`src/rtl/handshake_constant_seq_pkg.sv`:
```
// Shared constants and helpers for the constant-sequence source and its buffer.
// Width helper and table-entry slicing used at elaboration time.
package handshake_constant_seq_pkg;

  localparam int MODE_CYCLIC = 0;
  localparam int MODE_HOLD   = 1;

  // Index width for a table of 'depth' entries; never narrower than one bit.
  function automatic int idx_width(input int depth);
    int w;
    w = 1;
    while ((1 << w) < depth) w++;
    return w;
  endfunction

  // Bit offset of table entry 'entry' inside the packed VALUES vector.
  function automatic int entry_lsb(input int entry, input int width);
    return entry * width;
  endfunction

endpackage

```
`src/rtl/handshake_elastic_buf2.sv`:
```
// Two-entry elastic FIFO; head is presented on the output, 1-cycle push-to-pop latency.
// Backpressure: in_rdy_o drops only when both slots are full; flags depend on registered state only.
module handshake_elastic_buf2 #(
  parameter int W = 33
) (
  input  logic         clk_i,
  input  logic         rst_ni,
  input  logic         in_vld_i,
  input  logic [W-1:0] in_dat_i,
  output logic         in_rdy_o,
  output logic         out_vld_o,
  output logic [W-1:0] out_dat_o,
  input  logic         out_rdy_i
);

  logic [W-1:0] mem_q [2];
  logic         rd_ptr_q, rd_ptr_d;
  logic         wr_ptr_q, wr_ptr_d;
  logic [1:0]   count_q, count_d;
  logic         push, pop;

  // Reset gates readiness so no token can be taken while the block is held in reset.
  assign in_rdy_o  = rst_ni & (count_q != 2'd2);
  assign out_vld_o = (count_q != 2'd0);
  assign out_dat_o = out_vld_o ? mem_q[rd_ptr_q] : '0;

  assign push = in_vld_i & in_rdy_o;
  assign pop  = out_vld_o & out_rdy_i;

  always_comb begin
    rd_ptr_d = rd_ptr_q ^ pop;
    wr_ptr_d = wr_ptr_q ^ push;
    count_d  = count_q + {1'b0, push} - {1'b0, pop};
  end

  always_ff @(posedge clk_i or negedge rst_ni) begin
    if (!rst_ni) begin
      mem_q[0] <= '0;
      mem_q[1] <= '0;
      rd_ptr_q <= 1'b0;
      wr_ptr_q <= 1'b0;
      count_q  <= 2'd0;
    end else begin
      if (push) mem_q[wr_ptr_q] <= in_dat_i;
      rd_ptr_q <= rd_ptr_d;
      wr_ptr_q <= wr_ptr_d;
      count_q  <= count_d;
    end
  end

endmodule

```
`src/rtl/handshake_constant_seq.sv`:
```
// Emits one table constant per accepted control token, walking the table cyclically or holding entry 0.
// Latency 1 cycle via a 2-entry elastic buffer; ctrl_ready falls only when that buffer is full.
module handshake_constant_seq
  import handshake_constant_seq_pkg::*;
#(
  parameter int                            DATA_WIDTH = 32,
  parameter int                            DEPTH      = 4,
  parameter logic [DEPTH*DATA_WIDTH-1:0]   VALUES     = '0,
  parameter int                            MODE       = MODE_CYCLIC
) (
  input  logic                  clk,
  input  logic                  rst,
  input  logic                  ctrl_valid,
  input  logic                  ctrl_restart,
  output logic                  ctrl_ready,
  output logic [DATA_WIDTH-1:0] outs,
  output logic                  outs_last,
  output logic                  outs_valid,
  input  logic                  outs_ready
);

  localparam int            IW       = idx_width(DEPTH);
  localparam logic [IW-1:0] LAST_IDX = IW'(DEPTH - 1);

  logic [IW-1:0]         idx_q, idx_d;
  logic [IW-1:0]         sel_idx;
  logic [DATA_WIDTH-1:0] sel_val;
  logic                  sel_last;
  logic                  accept;
  logic [DATA_WIDTH:0]   buf_out;

  assign accept = ctrl_valid & ctrl_ready;

  always_comb begin
    sel_idx = (ctrl_restart || MODE == MODE_HOLD) ? '0 : idx_q;
    sel_last = (sel_idx == LAST_IDX);
    sel_val = '0;
    for (int i = 0; i < DEPTH; i++) begin
      if (sel_idx == IW'(i)) sel_val = VALUES[entry_lsb(i, DATA_WIDTH) +: DATA_WIDTH];
    end
  end

  // Explicit wrap keeps non-power-of-two depths correct.
  always_comb begin
    idx_d = idx_q;
    if (accept) begin
      if (MODE == MODE_HOLD || sel_last) idx_d = '0;
      else                               idx_d = sel_idx + 1'b1;
    end
  end

  always_ff @(posedge clk or negedge rst) begin
    if (!rst) idx_q <= '0;
    else      idx_q <= idx_d;
  end

  handshake_elastic_buf2 #(
    .W (DATA_WIDTH + 1)
  ) u_buf (
    .clk_i     (clk),
    .rst_ni    (rst),
    .in_vld_i  (ctrl_valid),
    .in_dat_i  ({sel_last, sel_val}),
    .in_rdy_o  (ctrl_ready),
    .out_vld_o (outs_valid),
    .out_dat_o (buf_out),
    .out_rdy_i (outs_ready)
  );

  assign {outs_last, outs} = buf_out;

endmodule

```
`config.mk`:
```
export PLATFORM = sky130hd
export DESIGN_NAME = handshake_constant_seq
export DESIGN_NICKNAME = d
export VERILOG_FILES = /design/src/rtl/handshake_constant_seq_pkg.sv /design/src/rtl/handshake_elastic_buf2.sv /design/src/rtl/handshake_constant_seq.sv
export SDC_FILE = /design/constraint.sdc
export NUM_CORES = 1
export LEC_CHECK = 0
export CAP_MARGIN = 20
export CELL_PAD_IN_SITES_DETAIL_PLACEMENT = 1
export CELL_PAD_IN_SITES_GLOBAL_PLACEMENT = 2
export CORE_MARGIN = 3
export CORE_UTILIZATION = 20
export CTS_CLUSTER_SIZE = 10
export DETAILED_ROUTE_END_ITERATION = 6
export PLACE_DENSITY = 0.86
export RECOVER_POWER = 25
export SLEW_MARGIN = 40
export SYNTH_ARGS = -nofsm -noshare
export SYNTH_HDL_FRONTEND = slang
export SYNTH_SLANG_ARGS = --single-unit
```
`constraint.sdc`:
```
create_clock -name clk -period 2.32 [get_ports clk]
set_clock_uncertainty 0.2 [all_clocks]
set_input_delay 0.232 -clock clk [delete_from_list [all_inputs] [get_ports clk]]
set_output_delay 0.232 -clock clk [all_outputs]
set_load 0.02 [all_outputs]
```
### Word-level counts from Yosys, hierarchy flattened

Index checks and enable logic that the tools add are counted.

* flip-flop bits (word level): 72
* input port bits: 5
* output and inout port bits: 35
* logic and storage cells: 32

* add/sub/neg operators: 3
* $lt $le $gt $ge: 3
* equal/unequal tests: 2
* muxes and demuxes: 9
* bitwise gates (word level): 7
* reduce and logical (&&, ||, !) cells: 2

Operator list (number)
* 33-bit 2-to-1 mux: 5
* 66-bit bitwise mux: 1
* 33-bit demux with 1-bit select: 1
* 2-bit greater-or-equal comparator, second input constant: 2
* 2-bit 2-to-1 mux: 2
* 1-bit inverter with 2-bit output: 2
* 1-bit bitwise AND: 3
* 2-bit by 1-bit adder with 2-bit output: 1
* 2-bit by 1-bit adder with 2-bit output, second input constant: 1
* 2-bit == test, second input constant: 1
* 2-bit by 1-bit less-than comparator with 1-bit output, second input constant: 1
* 2-bit inequality test, second input constant: 1
* 2-bit nonzero test: 1
* 2-bit by 1-bit subtractor with 2-bit output: 1
* 1-bit XOR: 2
* 1-bit logical AND: 1

### Depth between registers and ports, before layout

Gate-level depths: netlist of run 1.

* depth in word-level cells: 6
* mapped depth: 6
* gate-level depth less buffers: 6

### By module

Synthesis of run 1 repeated with hierarchy kept, for this count alone.

* cell total of the unflattened synthesis: 245
* area total of the unflattened synthesis: 3639.7 um^2

By module, submodules not included
* handshake_elastic_buf2: times used 1, cells each 235, area each 3530.9 um^2, seq. area each 1751.7 um^2
* handshake_constant_seq: times used 1, cells each 10, area each 108.9 um^2, seq. area each 50.0 um^2

### Worst setup path after synthesis of run 1

No wires, ideal clock.

* path type: register -> register
* start point: register u_buf.count_q[1]
* end point: register u_buf.count_q[1]
* library setup time: 123 ps
* arrival: 1449 ps
* data required time: 1997 ps
* setup slack: 548 ps
* cell stages (with the launch flop): 7
* path buffers: 0
* clock period less this slack: 1772 ps
* cells stage by stage: dfrtp_1 nor2_1 inv_1 and2_1 ha_1 nand4b_1 xnor2_1

* elaborated cells on any way between the ends: 7
* classes of those cells: 2 x add/sub; 1 x eq/ne; 3 x bitwise; 1 x reduce/logical

RTL lines
* start, declared: line handshake_elastic_buf2.sv:19 `logic [1:0] count_q, count_d;`
* start signal, assigned: line handshake_elastic_buf2.sv:47 `count_q <= count_d;`
* 2-bit nonzero test: line handshake_elastic_buf2.sv:24 `assign out_vld_o = (count_q != 2'd0);`
* named net outs_valid: line handshake_constant_seq.sv:18 `output logic outs_valid,`
* 1-bit bitwise AND: line handshake_elastic_buf2.sv:28 `assign pop = out_vld_o & out_rdy_i;`
* 2-bit by 1-bit subtractor with 2-bit output: line handshake_elastic_buf2.sv:33 `count_d = count_q + {1'b0, push} - {1'b0, pop};`
* named net u_buf.count_d[1]: line handshake_elastic_buf2.sv:19

The timed path passes the listed nets, and every way through them passes these cells.
A chain may end at the register's enable or synchronous reset.

### Final worst setup path of run 1

* start point: input port rst
* end point: output port ctrl_ready

* word-level cells in the longest chain between the ends: 1

Ends and longest elaborated chain
* start, declared: line handshake_constant_seq.sv:12 `input logic rst,`
* 1-bit bitwise AND: line handshake_elastic_buf2.sv:23 `assign in_rdy_o = rst_ni & (count_q != 2'd2);`
* end, declared: line handshake_constant_seq.sv:15 `output logic ctrl_ready,`

No other way between the ends.

==> impl_metrics.yaml, run 1 <==
placement:
  dpl_cell_area_sq_um: 681
  io_buffer_count: 7
  routabilityCongestion: 0.679
  place_worst_setup_slack_ps: 384
  hpwl_mm: 1.00
floorplan:
  coreArea_sq_um: 3130
  start_util_pct: 21.6
  die_y_um: 64.1
  rows: 20
  chipWidth_um: 64.1
  die_area_sq_um: 4110
  io_pins: 40
sta:
  finalHoldViolations: 0
  fin_ws_ps: 320
  setup_tns_ps: 0
  slew_violations: 0
  finalSetupViolCount: 0
  fmaxAchievable_mhz: 500
  min_period_ps: 2000
  rsz0062_at_grt: "no"
  timing.final.crit_share_pct: 86.2
cells_and_area:
  diodes: 0
  finish.utilization_pct: 22.2
  nFillCells: 392
  nNetsFinal: 89
  design_area_sq_um: 696
  drive_gt1_share_pct: 10.1
  area_growth_pct: 2.96
detailed_routing:
  vias: 366
  drt_iter0_markers: 3
  ant_nets: 0
  drc_errors: 0
  routed_wl_mm: 1.14
  via_per_inst: 2.98
  drtPass1Iterations: 2
  wl_per_cell_um: 9.24
power:
  leakage_uw: 0.000366
  powerDensity_nw_per_um2: 1030
  ir_drop_mv: 0.218
global_route:
  grt-ovfl-total: 0
  grt_max_degree: 8
  grt_pass1_vias: 360
  grt_usage_pct: 5.25
  grt_first_pass_wirelength_mm: 1.61
  antenna_found_initial: 0
clocking:
  clockBufferDepth: 2
  htreeDepth: 1
  post-cts-setup-buffers: 0
  cts_root_buffer: "clkbuf_4"
  cts_resized: 0
  numClockSinks: 8
  insertion_delay_ps: 240
  path_clk_slew_ps: 60
  cts_tree: "yes"
  cts_buffers: 3
  hold_buffers: 0
worst_setup_path:
  critical_path_class: "input port to primary output"
  cp_max_fo: 3
  required_ps: 1890
  startpoint_type: "input port"
  arrival_ps: 1570
  endpoint_kind: "primary output"
synth:
  ys_ff_latch: 8
  syn_avg_cell_area_sq_um: 9.79
  syn_area_sq_um: 676
  synth.distinct_cells: 20
  synth_warnings: 0
  synth-seq-area-share_pct: 29.6
  netlist_instances: 69
hold_path:
  hold_class: "input port to asynchronous set/reset pin"
outcome:
  status: "finished, final reports clean"
job:
  drv_cap: 0
kinds of logic (layout without fill, tap and decap cells):
group / Yosys count / in the layout / synth area share [%]
buf+inv: 38 / 17 / 40.0
fa+ha+maj: 3 / 3 / 5.56
simple gates: 10 / 10 / 10.6
xor+xnor: 4 / 4 / 5.19
flops: 8 / 8 / 29.6
other cells: 1 / 32 / 0.555
mux: 5 / 5 / 8.52
cell usage after synthesis, drive strengths merged:
cell type | count | share of area (%)
and2 | 2 | 2.0
and3 | 1 | 1.7
buf | 33 | 37
conb | 1 | 0.56
dfrtp | 8 | 30
ha | 3 | 5.6
inv | 5 | 2.8
mux2 | 3 | 5.6
mux2i | 2 | 3.0
nand2b | 1 | 2.0
nand4 | 1 | 0.93
nand4b | 1 | 1.3
nor2 | 3 | 1.7
nor2b | 1 | 0.93
xnor2 | 2 | 2.6
xor2 | 2 | 2.6
flip-flops by register name, summed over array words and instances (netlist names):
signal and cells:
u_buf.count_q 2, u_buf.rd_ptr_q 1, idx_q 2, u_buf.wr_ptr_q 1, u_buf.mem_q 2
layer usage:
metal / part of all wire [%] / up-vias / global-route usage [%]
li1: - / 169 / -
met1: 29 / 176 / 4.30
met2: 63 / 21 / 11.4
met3: 8.5 / 0 / 1.05
met4: 0 / 0 / 2.37
met5: 0 / - / 0
report_power, final:
group,internal (uW),switching (uW),leakage (uW),total (uW)
clock,59.1,46.0,0.0000138,105
sequential,207,48.2,0.0000971,255
combinational,164,190,0.000255,354
total,430,284,0.000366,715
path summary, 6_finish.rpt:
kind	from	to	slack, ps	cells past startpoint
min	rst	u_buf.rd_ptr_q	200	2
max reg2reg	u_buf.count_q[1]	u_buf.count_q[1]	520	6
min reg2reg	u_buf.mem_q[65]	u_buf.mem_q[65]	310	1
min in group clk	u_buf.mem_q[65]	u_buf.mem_q[65]	310	1
max in group asynchronous	rst	idx_q[0]	1410	2
max	rst	ctrl_ready	320	3
layout make-up:
| type | instances | area [sq um] | share of cell area [%] |
|---|---|---|---|
| flip-flops and latches | 8 | 200 | 28.8 |
| multi-input cells | 54 | 322 | 46.2 |
| inverters | 5 | 18.8 | 2.70 |
| clock buffers | 3 | 22.5 | 3.24 |
| well taps | 44 | 55.1 | 7.91 |
| repair buffers | 9 | 77.6 | 11.2 |
metrics by stage:
stage          instances  hold WS (ps)  power [uW]
2_1_floorplan        100          -264         555
3_3_place_gp         120           279         585
3_5_place_dp         120           301         618
4_1_cts              123           109         724
5_1_grt              123           203         780
6_report             123           198         715
critical path, stage by stage:
cell and delay (ps):
dlygate4sd3_1 570, and2_2 150, clkdlybuf4s50_1 620
cell usage in the layout, fill, tap and decap left out, types with 2 or more instances in the layout:
cell type / instances
clkbuf_1: 2
nor2_1: 3
mux2i_1: 2
xor2_1: 2
xnor2_1: 2
dfrtp_1: 8
clkdlybuf4s50_1: 6
conb_1: 32
clkbuf_4: 3
ha_1: 3
inv_1: 5
No activity file was read; power rests on OpenSTA's default activity.
==> inputs of run 2 (changes only) <==
Settings changed: CELL_PAD_IN_SITES_DETAIL_PLACEMENT 1 to 0.
Clock period 2.32 ns to 1.9 ns, I/O delays scaled along.
==> run 2 against run 1 <==
Effect of this change: global-route usage down 0.85 points; non-clock buffer count stayed put; final cell count unchanged; sequential power rose by 23%; wire length down 21%; utilization grew 0.32 points; hold slack better by 16 ps; cell area is 1.4% higher; flip-flop and latch count unchanged; critical path depth increased by 3; die area unchanged; combinational power increased by 17%; critical path type is now flop to flop; highest routed layer is now met4.
==> impl_metrics.yaml, run 2 (synthesis gave the netlist of run 1 again) <==
outcome:
  status: "finished, final reports clean"
cells_and_area:
  nFillCells: 342
  diodes: 0
  drive_gt1_share_pct: 12.7
  design_area_sq_um: 706
  area_growth_pct: 4.44
  seqCellArea_sq_um: 200
  top_regs: "idx_q x2, u_buf.count_q x2, u_buf.mem_q x2"
  multi_input_area_sq_um: 324
  nNetsFinal: 89
  final_common_cell: "conb_1"
  mostFrequentLayoutCells: "conb_1, dfrtp_1, inv_1"
floorplan:
  coreArea_sq_um: 3130
  io_pins: 40
  die_area_sq_um: 4110
  rows: 20
  die_y_um: 64.1
  chipWidth_um: 64.1
  start_util_pct: 21.6
global_route:
  antenna_found_initial: 0
  grt_util_met2_pct: 8.13
  grt_usage_pct: 4.40
  grt_pass1_vias: 337
  grt_first_pass_wirelength_mm: 1.35
  gr-usage-met3_pct: 2.11
  grt_max_degree: 11
  top_usage_layer: "met2"
  grtUsageMet1_pct: 3.54
  grt-ovfl-total: 0
placement:
  hpwl_um: 779
  routabilityCongestion: 0.657
  place_worst_setup_slack_ps: 80.3
  dpl_cell_area_sq_um: 681
  io_buffer_count: 7
worst_setup_path:
  cp-startpoint: "u_buf.count_q[1]"
  r2r_start: "u_buf.count_q[1]"
  endpoint_kind: "flop"
  cp_max_fo: 3
  endpoint: "u_buf.count_q[1]"
  required_ps: 1830
  startpoint_type: "flop"
  critical_path_class: "flop to flop"
  r2r_cells: 6
  timing.rr.end: "u_buf.count_q[1]"
  arrival_ps: 1690
  r2r_slack_ps: 150
sta:
  setup_tns_ps: 0
  finalHoldViolations: 0
  finalSetupViolCount: 0
  timing.hold.ws_ps: 214
  fmaxAchievable_mhz: 571
  fin_ws_ps: 148
  slew_violations: 0
  rsz0062_at_grt: "no"
  min_period_ps: 1750
  timing.final.crit_share_pct: 92.2
power:
  intPower_uw: 522
  powerDensity_nw_per_um2: 1200
  swShare_pct: 38.6
  finalPower_uw: 850
  ir_drop_mv: 0.251
  p_comb_share_pct: 48.7
  leakage_uw: 0.000394
  clkPwrFrac_pct: 14.4
  power.switching_uw: 328
  seq_power_share_pct: 36.9
clocking:
  clockBufferDepth: 2
  numClockSinks: 8
  htreeDepth: 1
  cts_tree: "yes"
  path_clk_slew_ps: 50
  cts_root_buffer: "clkbuf_4"
  cts_buffers: 3
  insertion_delay_ps: 250
hold_path:
  hold_class: "input port to asynchronous set/reset pin"
detailed_routing:
  wl_per_cell_um: 7.26
  drc_errors: 0
  routed_wl_um: 893
  drt_iter0_markers: 5
  via_per_inst: 2.98
  drtPass1Iterations: 3
  vias: 367
  ant_nets: 0
job:
  drv_cap: 0
==> run 2: changes by cell type in the layout (fill, tap and decap cells not counted), sizes merged <==
cell	before	now
dlygate4sd2	0	1
clkbuf	5	4
buf	0	1
dlymetal6s2s	0	2
dlygate4sd3	1	0
clkdlybuf4s50	6	4
==> run 2: worst max-delay path, stage by stage, from the launching register on <==
cell	delay, ps
dfrtp_1	430
nor2_2	130
inv_1	50
and2_1	180
ha_1	300
nand4b_1	190
xnor2_1	160
==> run 2: cell type report <==
| class | instances | share of cell area (%) |
|---|---|---|
| flip-flops and latches | 8 | 28.4 |
| clock buffers | 3 | 3.19 |
| inverters | 5 | 2.66 |
| well taps | 44 | 7.80 |
| multi-input cells | 54 | 45.9 |
| repair buffers | 9 | 12.1 |
==> run 2: how the worst min path moves through the flow <==
| stage | from | to | slack, ps | cells past startpoint |
|---|---|---|---|---|
| after floorplan | rst | idx_q[0] | -310 | 0 |
| after global placement | u_buf.mem_q[32] | u_buf.mem_q[32] | 280 | 1 |
| after detailed placement | u_buf.rd_ptr_q | u_buf.rd_ptr_q | 290 | 1 |
| after CTS | rst | u_buf.mem_q[32] | 100 | 2 |
| after global routing | rst | u_buf.rd_ptr_q | 280 | 2 |
| final | rst | u_buf.rd_ptr_q | 210 | 2 |
==> run 2: what timing repair did <==
item / CTS / global route
pin swaps: 0 / 0
gates resized for setup: 1 / 3
endpoints found under the setup margin: 1 / 3
hold buffers: 0 / 0
setup buffers: 0 / 0
hold endpoints to repair: 0 / 0
==> run 2: per-layer routing <==
metal  vias to the layer above  routed length, um
met5                         -                  0
met4                         0                  6
met3                         2                 85
met2                        23                513
met1                       173                287
li1                        169                  -
==> run 2: stage by stage <==
step / std cells / util (%)
5_1_grt: 123 / 22.6
3_5_place_dp: 120 / 21.8
6_report: 123 / 22.6
4_1_cts: 123 / 22.4
2_1_floorplan: 100 / -
3_3_place_gp: 120 / 21.8
==> run 2: power by group through the flow <==
stage                     Combinational, uW  Sequential (uW)  Clock [uW]
after floorplan                         380              298           0
after global placement                  412              305           0
after detailed placement                423              314           0
after CTS                               423              312         126
after global routing                    459              326         137
final                                   414              314         122
